--- src/rtl/i2c_temp_target.sv ---
// I2C target emulating the board temperature sensor register map (temp/config/T_low/T_high).
// SCL/SDA are oversampled on clk; SDA is driven open-drain through sda_oe.
module i2c_temp_target #(
   parameter logic [6:0]  DEV_ADDR  = 7'h48,
   parameter logic [15:0] CFG_RST   = 16'h60A0,
   parameter logic [15:0] TLOW_RST  = 16'h4B00,
   parameter logic [15:0] THIGH_RST = 16'h5000
) (
   input  logic        clk,
   input  logic        reset,
   input  logic        scl_in,
   input  logic        sda_in,
   output logic        sda_oe,
   input  logic [15:0] temp_data,
   output logic [15:0] cfg_reg,
   output logic [15:0] tlow_reg,
   output logic [15:0] thigh_reg,
   output logic        wr_strobe,
   output logic        busy
);

   typedef enum logic [3:0] {
      S_IDLE, S_ADDR, S_ADDR_ACK, S_PTR, S_PTR_ACK,
      S_WDATA, S_WDATA_ACK, S_RDATA, S_RACK, S_IGNORE
   } state_t;

   state_t      state_q;
   logic [2:0]  scl_sync_q, sda_sync_q;
   logic [3:0]  bit_cnt_q;
   logic [7:0]  shift_q, msb_q;
   logic [15:0] snap_q, cfg_q, tlow_q, thigh_q;
   logic [1:0]  ptr_q;
   logic        rw_q, byte_idx_q, ack_on_q;
   logic        sda_oe_q, busy_q, wr_strobe_q;

   // Stages [1:0] synchronise, stage [2] is the previous value for edge detection.
   always_ff @(posedge clk) begin
      if (reset) begin
         scl_sync_q <= 3'b111;
         sda_sync_q <= 3'b111;
      end else begin
         scl_sync_q <= {scl_sync_q[1:0], scl_in};
         sda_sync_q <= {sda_sync_q[1:0], sda_in};
      end
   end

   logic        scl_s, sda_s, scl_rise, scl_fall, start_det, stop_det, last_bit;
   logic [7:0]  byte_d, rd_byte;
   logic        rd_bit;
   logic [15:0] ptr_val;

   assign scl_s     = scl_sync_q[1];
   assign sda_s     = sda_sync_q[1];
   assign scl_rise  =  scl_sync_q[1] & ~scl_sync_q[2];
   assign scl_fall  = ~scl_sync_q[1] &  scl_sync_q[2];
   assign start_det = scl_s & ~sda_sync_q[1] &  sda_sync_q[2];
   assign stop_det  = scl_s &  sda_sync_q[1] & ~sda_sync_q[2];
   assign last_bit  = (bit_cnt_q == 4'd7);
   assign byte_d    = {shift_q[6:0], sda_s};
   assign rd_byte   = byte_idx_q ? snap_q[7:0] : snap_q[15:8];
   // bit_cnt counts rising edges already completed, so the next bit out is 7-bit_cnt.
   assign rd_bit    = rd_byte[~bit_cnt_q[2:0]];

   always_comb begin
      ptr_val = temp_data;
      case (ptr_q)
         2'd1:    ptr_val = cfg_q;
         2'd2:    ptr_val = tlow_q;
         2'd3:    ptr_val = thigh_q;
         default: ptr_val = temp_data;
      endcase
   end

   always_ff @(posedge clk) begin
      if (reset) begin
         state_q     <= S_IDLE;
         bit_cnt_q   <= '0;
         shift_q     <= '0;
         msb_q       <= '0;
         snap_q      <= '0;
         ptr_q       <= '0;
         rw_q        <= 1'b0;
         byte_idx_q  <= 1'b0;
         ack_on_q    <= 1'b0;
         sda_oe_q    <= 1'b0;
         busy_q      <= 1'b0;
         wr_strobe_q <= 1'b0;
         cfg_q       <= CFG_RST;
         tlow_q      <= TLOW_RST;
         thigh_q     <= THIGH_RST;
      end else begin
         wr_strobe_q <= 1'b0;
         if (start_det) begin
            state_q   <= S_ADDR;
            bit_cnt_q <= '0;
            ack_on_q  <= 1'b0;
            sda_oe_q  <= 1'b0;
         end else if (stop_det) begin
            state_q  <= S_IDLE;
            ack_on_q <= 1'b0;
            sda_oe_q <= 1'b0;
            busy_q   <= 1'b0;
         end else begin
            case (state_q)
               S_ADDR: if (scl_rise) begin
                  shift_q   <= byte_d;
                  bit_cnt_q <= bit_cnt_q + 4'd1;
                  if (last_bit) begin
                     bit_cnt_q <= '0;
                     if (byte_d[7:1] == DEV_ADDR) begin
                        state_q <= S_ADDR_ACK;
                        rw_q    <= byte_d[0];
                        busy_q  <= 1'b1;
                        // Snapshot once per read transfer; later bytes replay it.
                        if (byte_d[0]) begin
                           snap_q     <= ptr_val;
                           byte_idx_q <= 1'b0;
                        end
                     end else begin
                        state_q <= S_IGNORE;
                        busy_q  <= 1'b0;
                     end
                  end
               end
               S_PTR: if (scl_rise) begin
                  shift_q   <= byte_d;
                  bit_cnt_q <= bit_cnt_q + 4'd1;
                  if (last_bit) begin
                     bit_cnt_q  <= '0;
                     ptr_q      <= byte_d[1:0];
                     byte_idx_q <= 1'b0;
                     state_q    <= S_PTR_ACK;
                  end
               end
               S_WDATA: if (scl_rise) begin
                  shift_q   <= byte_d;
                  bit_cnt_q <= bit_cnt_q + 4'd1;
                  if (last_bit) begin
                     bit_cnt_q  <= '0;
                     state_q    <= S_WDATA_ACK;
                     byte_idx_q <= ~byte_idx_q;
                     if (!byte_idx_q) begin
                        msb_q <= byte_d;
                     end else if (ptr_q != 2'd0) begin
                        wr_strobe_q <= 1'b1;
                        case (ptr_q)
                           2'd1:    cfg_q   <= {msb_q, byte_d};
                           2'd2:    tlow_q  <= {msb_q, byte_d};
                           default: thigh_q <= {msb_q, byte_d};
                        endcase
                     end
                  end
               end
               // First fall after the 8th bit pulls SDA; the next fall ends the ACK clock.
               S_ADDR_ACK, S_PTR_ACK, S_WDATA_ACK: if (scl_fall) begin
                  if (!ack_on_q) begin
                     ack_on_q <= 1'b1;
                     sda_oe_q <= 1'b1;
                  end else begin
                     ack_on_q  <= 1'b0;
                     bit_cnt_q <= '0;
                     if (state_q == S_ADDR_ACK && rw_q) begin
                        state_q  <= S_RDATA;
                        sda_oe_q <= ~snap_q[15];
                     end else begin
                        state_q  <= (state_q == S_ADDR_ACK) ? S_PTR : S_WDATA;
                        sda_oe_q <= 1'b0;
                     end
                  end
               end
               S_RDATA: begin
                  if (scl_rise) begin
                     bit_cnt_q <= bit_cnt_q + 4'd1;
                  end else if (scl_fall) begin
                     if (bit_cnt_q == 4'd8) begin
                        sda_oe_q  <= 1'b0;
                        bit_cnt_q <= '0;
                        state_q   <= S_RACK;
                     end else begin
                        sda_oe_q <= ~rd_bit;
                     end
                  end
               end
               S_RACK: if (scl_rise) begin
                  if (!sda_s) begin
                     byte_idx_q <= ~byte_idx_q;
                     state_q    <= S_RDATA;
                  end else begin
                     state_q <= S_IGNORE;
                     busy_q  <= 1'b0;
                  end
               end
               default: ;
            endcase
         end
      end
   end

   assign sda_oe    = sda_oe_q;
   assign busy      = busy_q;
   assign wr_strobe = wr_strobe_q;
   assign cfg_reg   = cfg_q;
   assign tlow_reg  = tlow_q;
   assign thigh_reg = thigh_q;

endmodule

--- config.mk ---
export PLATFORM = sky130hd
export DESIGN_NAME = i2c_temp_target
export DESIGN_NICKNAME = d
export VERILOG_FILES = /design/src/rtl/i2c_temp_target.sv
export SDC_FILE = /design/constraint.sdc
export NUM_CORES = 1
export LEC_CHECK = 0
export ABC_CLOCK_PERIOD_IN_PS = 2680
export CORE_ASPECT_RATIO = 0.8
export CORE_MARGIN = 1
export CORE_UTILIZATION = 25
export CTS_CLUSTER_SIZE = 10
export DETAILED_ROUTE_END_ITERATION = 8
export SETUP_SLACK_MARGIN = 0.15
export SLEW_MARGIN = 15
export SYNTH_ARGS = -nofsm -noshare
export SYNTH_HDL_FRONTEND = slang
export SYNTH_SLANG_ARGS = --single-unit
--- constraint.sdc ---
create_clock -name clk -period 2.68 [get_ports clk]
set_input_delay 0.536 -clock clk [delete_from_list [all_inputs] [get_ports clk]]
set_output_delay 0.536 -clock clk [all_outputs]
set_load 0.05 [all_outputs]
---- Yosys cells after proc, flatten, opt, wreduce, memory -nomap -nowiden ----
Index checks and enable logic that the tools add are counted.
cells by class
  add/subtract/negate cells ............... 1
  magnitude comparators ................... 1
  eq/ne operators ......................... 48
  muxes and demuxes ....................... 57
  bitwise operators ....................... 20
  reductions and logical operators ........ 29
operators by type and width
  operator                                       count
  two-way mux 4 bit                              21
  != test 4 bit, second input constant           12
  case mux 16 bit (3 select lines)               1
  AND reduction 13 bit                           3
  != test 2 bit, second input constant           15
  two-way mux 1 bit                              26
  case mux 4 bit (6 select lines)                1
  AND reduction 8 bit                            3
  == test 4 x 3 -> 1 bit, second input constant  5
  != test 3 bit, second input constant           6
  AND reduction 6 bit                            3
  AND reduction 7 bit                            2
  inverter 1 bit                                 13
  case mux 4 bit (3 select lines)                1
  OR reduction 3 bit                             3
  == test 4 x 2 -> 1 bit, second input constant  2
  == test 4 bit, second input constant           2
  two-way mux 8 bit                              1
  AND reduction 4 bit                            2
  nonzero test 8 bit                             1
  == test 7 bit, second input constant           1
  OR reduction 7 bit                             1
  bitwise AND 1 bit                              6
  two-way mux 3 bit                              2
  18 further kinds                               23
storage, ports and cells
  bits in registers ....................... 101
  input bits .............................. 20
  output and inout port bits .............. 51

---- Longest topological paths before layout ----
Gate-level depths: netlist of the first run.
  depth after elaboration ................. 8
  mapped depth ............................ 9

---- Worst setup path before layout of the first run ----
Ideal clock, no wire load.
  kind .................................... register -> register
  start ................................... reg ptr_q[0]
  end ..................................... reg thigh_q[12] (netlist: thigh_reg[12])
  setup time .............................. 118 ps
  arrival time ............................ 1,891 ps
  required time ........................... 2,562 ps
  slack ................................... 671 ps
  stages on the path, launching flop included .. 9
  buffers on the path ..................... 2
  period minus slack after synthesis ...... 2,009 ps
  path through ............................ dfxtp_1 inv_1 ha_1 or4_4 or3_1 buf_6 buf_8 nor3_2 nor2_1
on the way
  word-level cells in the longest chain between the ends .. 4
RTL lines
  element                                                  line  source
  start, declared                                          32    logic [1:0] ptr_q;
  start signal, assigned                                   130   ptr_q <= byte_d[1:0];
  == test 2 bit or == test 2 x 1 -> 1 bit (tied branches)  146   case (ptr_q)
  OR reduction 2 bit (no source line)                      --
  inverter 1 bit (no source line)                          --
  AND reduction 8 bit (no source line) (*)                 --
  end signal, assigned                                     149   default: thigh_q <= {msb_q, byte_d};
  end, declared                                            31    logic [15:0] snap_q, cfg_q, tlow_q, thigh_q;
Mark *: on every way between the ends. The rest lies on a longest branch, timed or not.
A chain may end at the register's enable or synchronous reset.

---- Worst setup path after layout of the first run ----
  start ................................... reg ptr_q[0]
  end ..................................... reg snap_q[8]
on the way
  word-level cells in the longest chain between the ends .. 2
RTL lines
  element                                                  line  source
  == test 2 bit or == test 2 x 1 -> 1 bit (tied branches)  66    case (ptr_q)
  case mux 16 bit (3 select lines) (*)                     66
  end signal, assigned                                     116   snap_q <= ptr_val;
  end, declared                                            31
Marks and branches as above.

==> results of run 1 <==
[through the flow]
| stage | cell area (um^2) | hold WS [ps] | std cells | total power [mW] | setup WS (ps) |
|---|---|---|---|---|---|
| global placement | 5870 | 399 | 881 | 2.39 | 498 |
| finish | 6190 | 408 | 897 | 3.78 | 408 |
| floorplan | 4850 | 389 | 571 | 2.18 | 671 |
| detailed placement | 5870 | 400 | 881 | 2.39 | 431 |
| global route | 6190 | 418 | 897 | 3.96 | 282 |
| CTS | 6190 | 415 | 897 | 3.79 | 432 |
[where the power goes]
group,total (mW),switching [mW],internal [mW]
Combinational,0.778,0.427,0.351
Sequential,1.59,0.0568,1.53
Clock,1.41,0.656,0.756
[synth_stat cells, types with 8 or more instances]
master / count
ha_1: 8
nand3_1: 9
dfxtp_1: 101
nor3_1: 21
nand2b_1: 9
o21ai_0: 22
buf_2: 10
a21oi_1: 54
nand2_1: 98
nor2_1: 55
a222oi_1: 16
mux2i_1: 37
clkbuf_1: 29
or2_2: 9
inv_1: 11
[how the worst min path moves through the flow]
stage                             start                        to  slack (ps)
6_report       scl_sync_q[0]$_SDFF_PP1_  scl_sync_q[1]$_SDFF_PP1_         410
5_1_grt        scl_sync_q[0]$_SDFF_PP1_  scl_sync_q[1]$_SDFF_PP1_         420
3_3_place_gp   scl_sync_q[0]$_SDFF_PP1_  scl_sync_q[1]$_SDFF_PP1_         400
2_1_floorplan  scl_sync_q[0]$_SDFF_PP1_  scl_sync_q[1]$_SDFF_PP1_         390
4_1_cts        scl_sync_q[0]$_SDFF_PP1_  scl_sync_q[1]$_SDFF_PP1_         410
3_5_place_dp   scl_sync_q[0]$_SDFF_PP1_  scl_sync_q[1]$_SDFF_PP1_         400
[logic make-up (layout without fill, tap and decap cells)]
kind of cell,after synthesis,count (layout),synth area share (%)
DFF,101,101,41.6
xor gates and xnor gates,3,3,0.541
adders and majority gates,8,8,2.06
buffers and inverters,58,126,5.62
muxes,41,41,9.64
and+or+nand+nor,239,239,24.5
AOI/OAI and AO/OA,121,121,16.0
[cell usage in the layout, fill, tap and decap left out, drive strengths merged, types with 11 or more instances in the layout]
| cell type | count |
|---|---|
| nor2 | 55 |
| clkdlybuf4s50 | 69 |
| mux2i | 37 |
| nand2 | 98 |
| or2 | 11 |
| dfxtp | 101 |
| buf | 29 |
| nor3 | 23 |
| a222oi | 16 |
| o21ai | 22 |
| a21oi | 54 |
| inv | 15 |
[final cells by class]
type	count	area (um^2)
clock buffers	9	225
clock inverters	7	100
fillers	1974	12800
inverters	12	45.0
multi-input cells	412	2570
flip-flops and latches	101	2020
well taps	258	323
repair buffers	98	908
[per-layer routing]
metal	part of all wire (%)	track usage, %	vias up	wire (um)
li1	-	-	2139	-
met1	51	22.5	2135	7420
met2	42	21.7	135	6200
met3	6.2	3.66	10	902
met4	0.58	2.17	0	84
met5	0	0	-	0
==> flow_summary.toml, run 1 <==
[run_status]
status = "completed"

[finish]
fin_util_pct = 32.6
synthToLayoutAreaGrowth_pct = 27.6
layout.nets = 662
antenna_cells = 0
layout-drive-gt1-share_pct = 10.6

[route]
drc = 0
routedWlPerCell_um = 16.3
routed_wl_um = 14600
first_iter_violations = 467
viasPerCell = 4.93
detail_route.first_pass.iterations = 5
num_vias = 4419
postRouteAntennaNets = 0

[timing]
finalSetupViolCount = 0
max_slew_margin_pct = 42.8
fin_tns_setup_ps = 0
hold_viol = 0
rsz0062_at_grt = "false"
max_freq_ghz = 0.440
finClkSkew_ps = 12.3
timing.final.crit_share_pct = 84.8
slew_violations = 0
post-route-min-period_ps = 2270
worst_pin_slew_ps = 858

[min_path]
hold_depth = 1
min_path_type = "flip-flop to flip-flop"

[clock_network]
path_clk_slew_ps = 80
post_cts_buffers = 0
h-tree-depth = 3
cts_buffer_depth = 2
hold_buffers = 0
cts.sinks = 101
cts_tree = "built"
cts-root-buf = "clkbuf_16"
cts_resized = 0
worstSkewPairLatency_ps = 350
cts_made_buffers = 9

[critical_path]
crit_end = "snap_q[8]$_SDFFE_PP0P_"
cp.depth = 6
worst-endpoint-required_ps = 2910
arrival_ps = 2500
cp_cell_sequence = "inv_1 -> ha_1 -> a222oi_1 -> o21ai_0 -> mux2i_1 -> nor2_1"
cp-start-kind = "flip-flop"
crit_fanout = 18
regToRegEndpoint = "snap_q[8]$_SDFFE_PP0P_"
critPathSlowestCell = "a222oi_1"
path_buf_inv = 1
critical_path.endpoint_type = "flip-flop"
startpoint = "ptr_q[0]$_SDFFE_PP0P_"
critPathKind = "flip-flop to flip-flop"
crit_family = "compound AO/OA/AOI/OAI gates"
r2r-start = "ptr_q[0]$_SDFFE_PP0P_"
slowest_delay_ps = 810
r2r_cells = 6
ff2ff_setup_slack_ps = 410

[synthesis]
ys_seq_area_share_pct = 41.6
netlist.top_cell.by_area = "dfxtp_1"
ys_seq_elements = 101
yosys.area.top_type_share_pct = 41.6
synthCells = 571
synthDistinctLibCells = 62
synth_edf_count = 0
syn_area_per_cell_um2 = 8.50
synth.top_cells.by_area = "dfxtp_1, mux2i_1, nand2_1"
syn-num-nets = 599
ys_warn_count = 0
syn-cell-area_mm2 = 0.00485
ys_async_sr_fraction_pct = 0
synth-main-ff-cell = "dfxtp_1"

[global_routing]
grt_max_degree = 46
grt_remaining_overflow = 0
grt_pass1_wl_um = 23100
antenna_found_initial = 0
grt_pass1_vias = 4141
grt_usage_pct = 15.0

[die]
core_area_mm2 = 0.0190
die_y_um = 127
fp.dieW_um = 158
ios = 71
dieArea_mm2 = 0.0200
placementRows = 45
initial_core_util_pct = 25.6

[pwr]
vdd_drop_max_mv = 0.315
p_leak_nw = 2.18
cellPowerDensity_mw_per_mm2 = 610

[place]
dpl.hpwl_um = 10400
port_buffers = 70
globalplace.congestion = 0.835

[flow_run]
maxCapViolations = 0
Note: power is estimated with default switching activity, not from simulation.
==> run 2: changes to the inputs <==
ABC_CLOCK_PERIOD_IN_PS = 2100   (was 2680)
clock period = 2.1 ns   (was 2.68 ns; I/O delays follow)
==> flow_summary.toml, run 2 (synthesis results as in run 1) <==
[route]
postRouteAntennaNets = 0
first_iter_violations = 509
routed_wl_um = 14800
viasPerCell = 4.84
num_vias = 4536
detail_route.first_pass.iterations = 7
routedWlPerCell_um = 15.7
drc = 0

[finish]
synthToLayoutAreaGrowth_pct = 37.0
num-fill-cells = 1952
antenna_cells = 0
register_area_mm2 = 0.00205
mostFrequentLayoutCell = "nand2_1"
final_cell_mix = "nand2_1, dfxtp_1, buf_4, nor2_1, a21oi_1"
multi_input_area_mm2 = 0.00264
final_cell_area_mm2 = 0.00665
layout-drive-gt1-share_pct = 19.6
fin_util_pct = 35.1
layout.nets = 702
layout.cells.non_filler = 937

[die]
dieArea_mm2 = 0.0200
ios = 71
initial_core_util_pct = 25.6
core_area_mm2 = 0.0190
die_y_um = 127
fp.dieW_um = 158
placementRows = 45

[critical_path]
crit_fanout = 8
critPathKind = "flip-flop to flip-flop"
cp-start-kind = "flip-flop"
arrival_ps = 2170
crit_family = "simple AND/OR/NAND/NOR gates"
critPathSlowestCell = "or4_4"
cp_cell_sequence = "nand4bb_4 -> or4_4 -> nor4_4 -> buf_4 -> clkbuf_16 -> mux2i_1 -> nor2_1"
slowest_delay_ps = 460
path_buf_inv = 2
critical_path.endpoint_type = "flip-flop"
worst-endpoint-required_ps = 2320

[timing]
worst_pin_slew_ps = 543
finalSetupViolCount = 0
post-route-min-period_ps = 1940
finClkSkew_ps = 16.5
rsz0062_at_grt = "true"
worst_slack_ps = 156
max_freq_ghz = 0.515
timing.final.crit_share_pct = 92.5
max_slew_margin_pct = 63.8
slew_violations = 0
hold_viol = 0
fin_tns_setup_ps = 0

[flow_run]
maxCapViolations = 0

[global_routing]
grt_pass1_wl_um = 23200
grt_remaining_overflow = 0
antenna_found_initial = 0
grt_max_degree = 80
grt_pass1_vias = 4250
grt_usage_pct = 14.9

[clock_network]
hold_buffers = 0
path_clk_slew_ps = 90
cts-root-buf = "clkbuf_16"
cts.sinks = 101
worstSkewPairLatency_ps = 360
cts_buffer_depth = 2
cts_made_buffers = 9
h-tree-depth = 3
cts_tree = "built"

[place]
pre_cts_slack_ps = 93.6
place_inst = 912
dpl_cell_area_mm2 = 0.00617
dpl.hpwl_um = 10500
port_buffers = 70
globalplace.congestion = 0.842

[run_status]
status = "completed"

[pwr]
vdd_drop_max_mv = 0.335
p_seq_share_pct = 41.9
cellPowerDensity_mw_per_mm2 = 731
switchingPower_mw = 1.51
p_int_mw = 3.35
sw_frac_of_total_pct = 31.0
p_clk_share_pct = 35.5
p_leak_nw = 2.64
combPwrFrac_pct = 22.6

[min_path]
min_path_type = "flip-flop to flip-flop"
==> run 2: cell types whose count changed in the layout (fill, tap and decap cells not counted), moves of 3 or more <==
cell,previous run,this run
clkdlybuf4s50_1,69,19
dlygate4sd2_1,0,46
buf_4,29,58
dfxtp_1,101,90
dfxtp_2,0,7
buf_12,0,6
dfxtp_4,0,4
dlymetal6s2s_1,0,4
ha_1,8,4
buf_6,0,3
ha_2,0,3
==> run 2: cell type report <==
| type | instances | area share, % |
|---|---|---|
| multi-input combinational | 412 | 39.6 |
| sequential | 101 | 30.8 |
| timing repair buffer | 138 | 19.3 |
| tap | 258 | 4.85 |
| clock buffer | 9 | 3.39 |
| clock inverter | 7 | 1.41 |
| inverter | 12 | 0.677 |
==> run 2: worst paths after layout <==
check / depth (start not counted) / slack [ps] / from / endpoint
min reg2reg: 1 / 410 / sda_sync_q[0]$_SDFF_PP1_ / sda_sync_q[1]$_SDFF_PP1_
max reg2reg: 7 / 160 / shift_q[4]$_SDFFE_PP0P_ / snap_q[1]$_SDFFE_PP0P_
min: 1 / 410 / sda_sync_q[0]$_SDFF_PP1_ / sda_sync_q[1]$_SDFF_PP1_
max: 7 / 160 / shift_q[4]$_SDFFE_PP0P_ / snap_q[1]$_SDFFE_PP0P_
==> run 2: routing by layer <==
layer | global-route usage [%] | share of wire (%)
met1 | 22.7 | 50
met2 | 21.3 | 42
met3 | 3.25 | 7.5
met4 | 2.40 | 0.49
met5 | 0 | 0
==> run 2: stage by stage <==
stage	hold WS [ps]	power, mW
global placement	395	3.16
detailed placement	393	3.14
CTS	411	4.87
floorplan	389	2.78
finish	410	4.86
global route	433	5.10
==> run 2: what timing repair did <==
item                                    4_1_cts  5_1_grt
resized for setup                            56       31
pin swaps                                     0       11
cloned                                        1        1
endpoints found under the setup margin       76       81
buffers inserted                              6        1
==> run 2: worst register-to-register path: cells and delay by family (launching register included) <==
family        cells  cell delay, ps
mux               1             170
flops             1             330
simple gates      4             990
buf+inv           2             320
==> run 2: power by group through the flow <==
stage | Sequential [mW] | Combinational [mW] | Clock (mW)
final | 2.04 | 1.10 | 1.72
after global routing | 2.05 | 1.20 | 1.85
after CTS | 2.03 | 1.08 | 1.75
after detailed placement | 2.07 | 1.07 | 0
after global placement | 2.08 | 1.08 | 0
after floorplan | 2.02 | 0.757 | 0
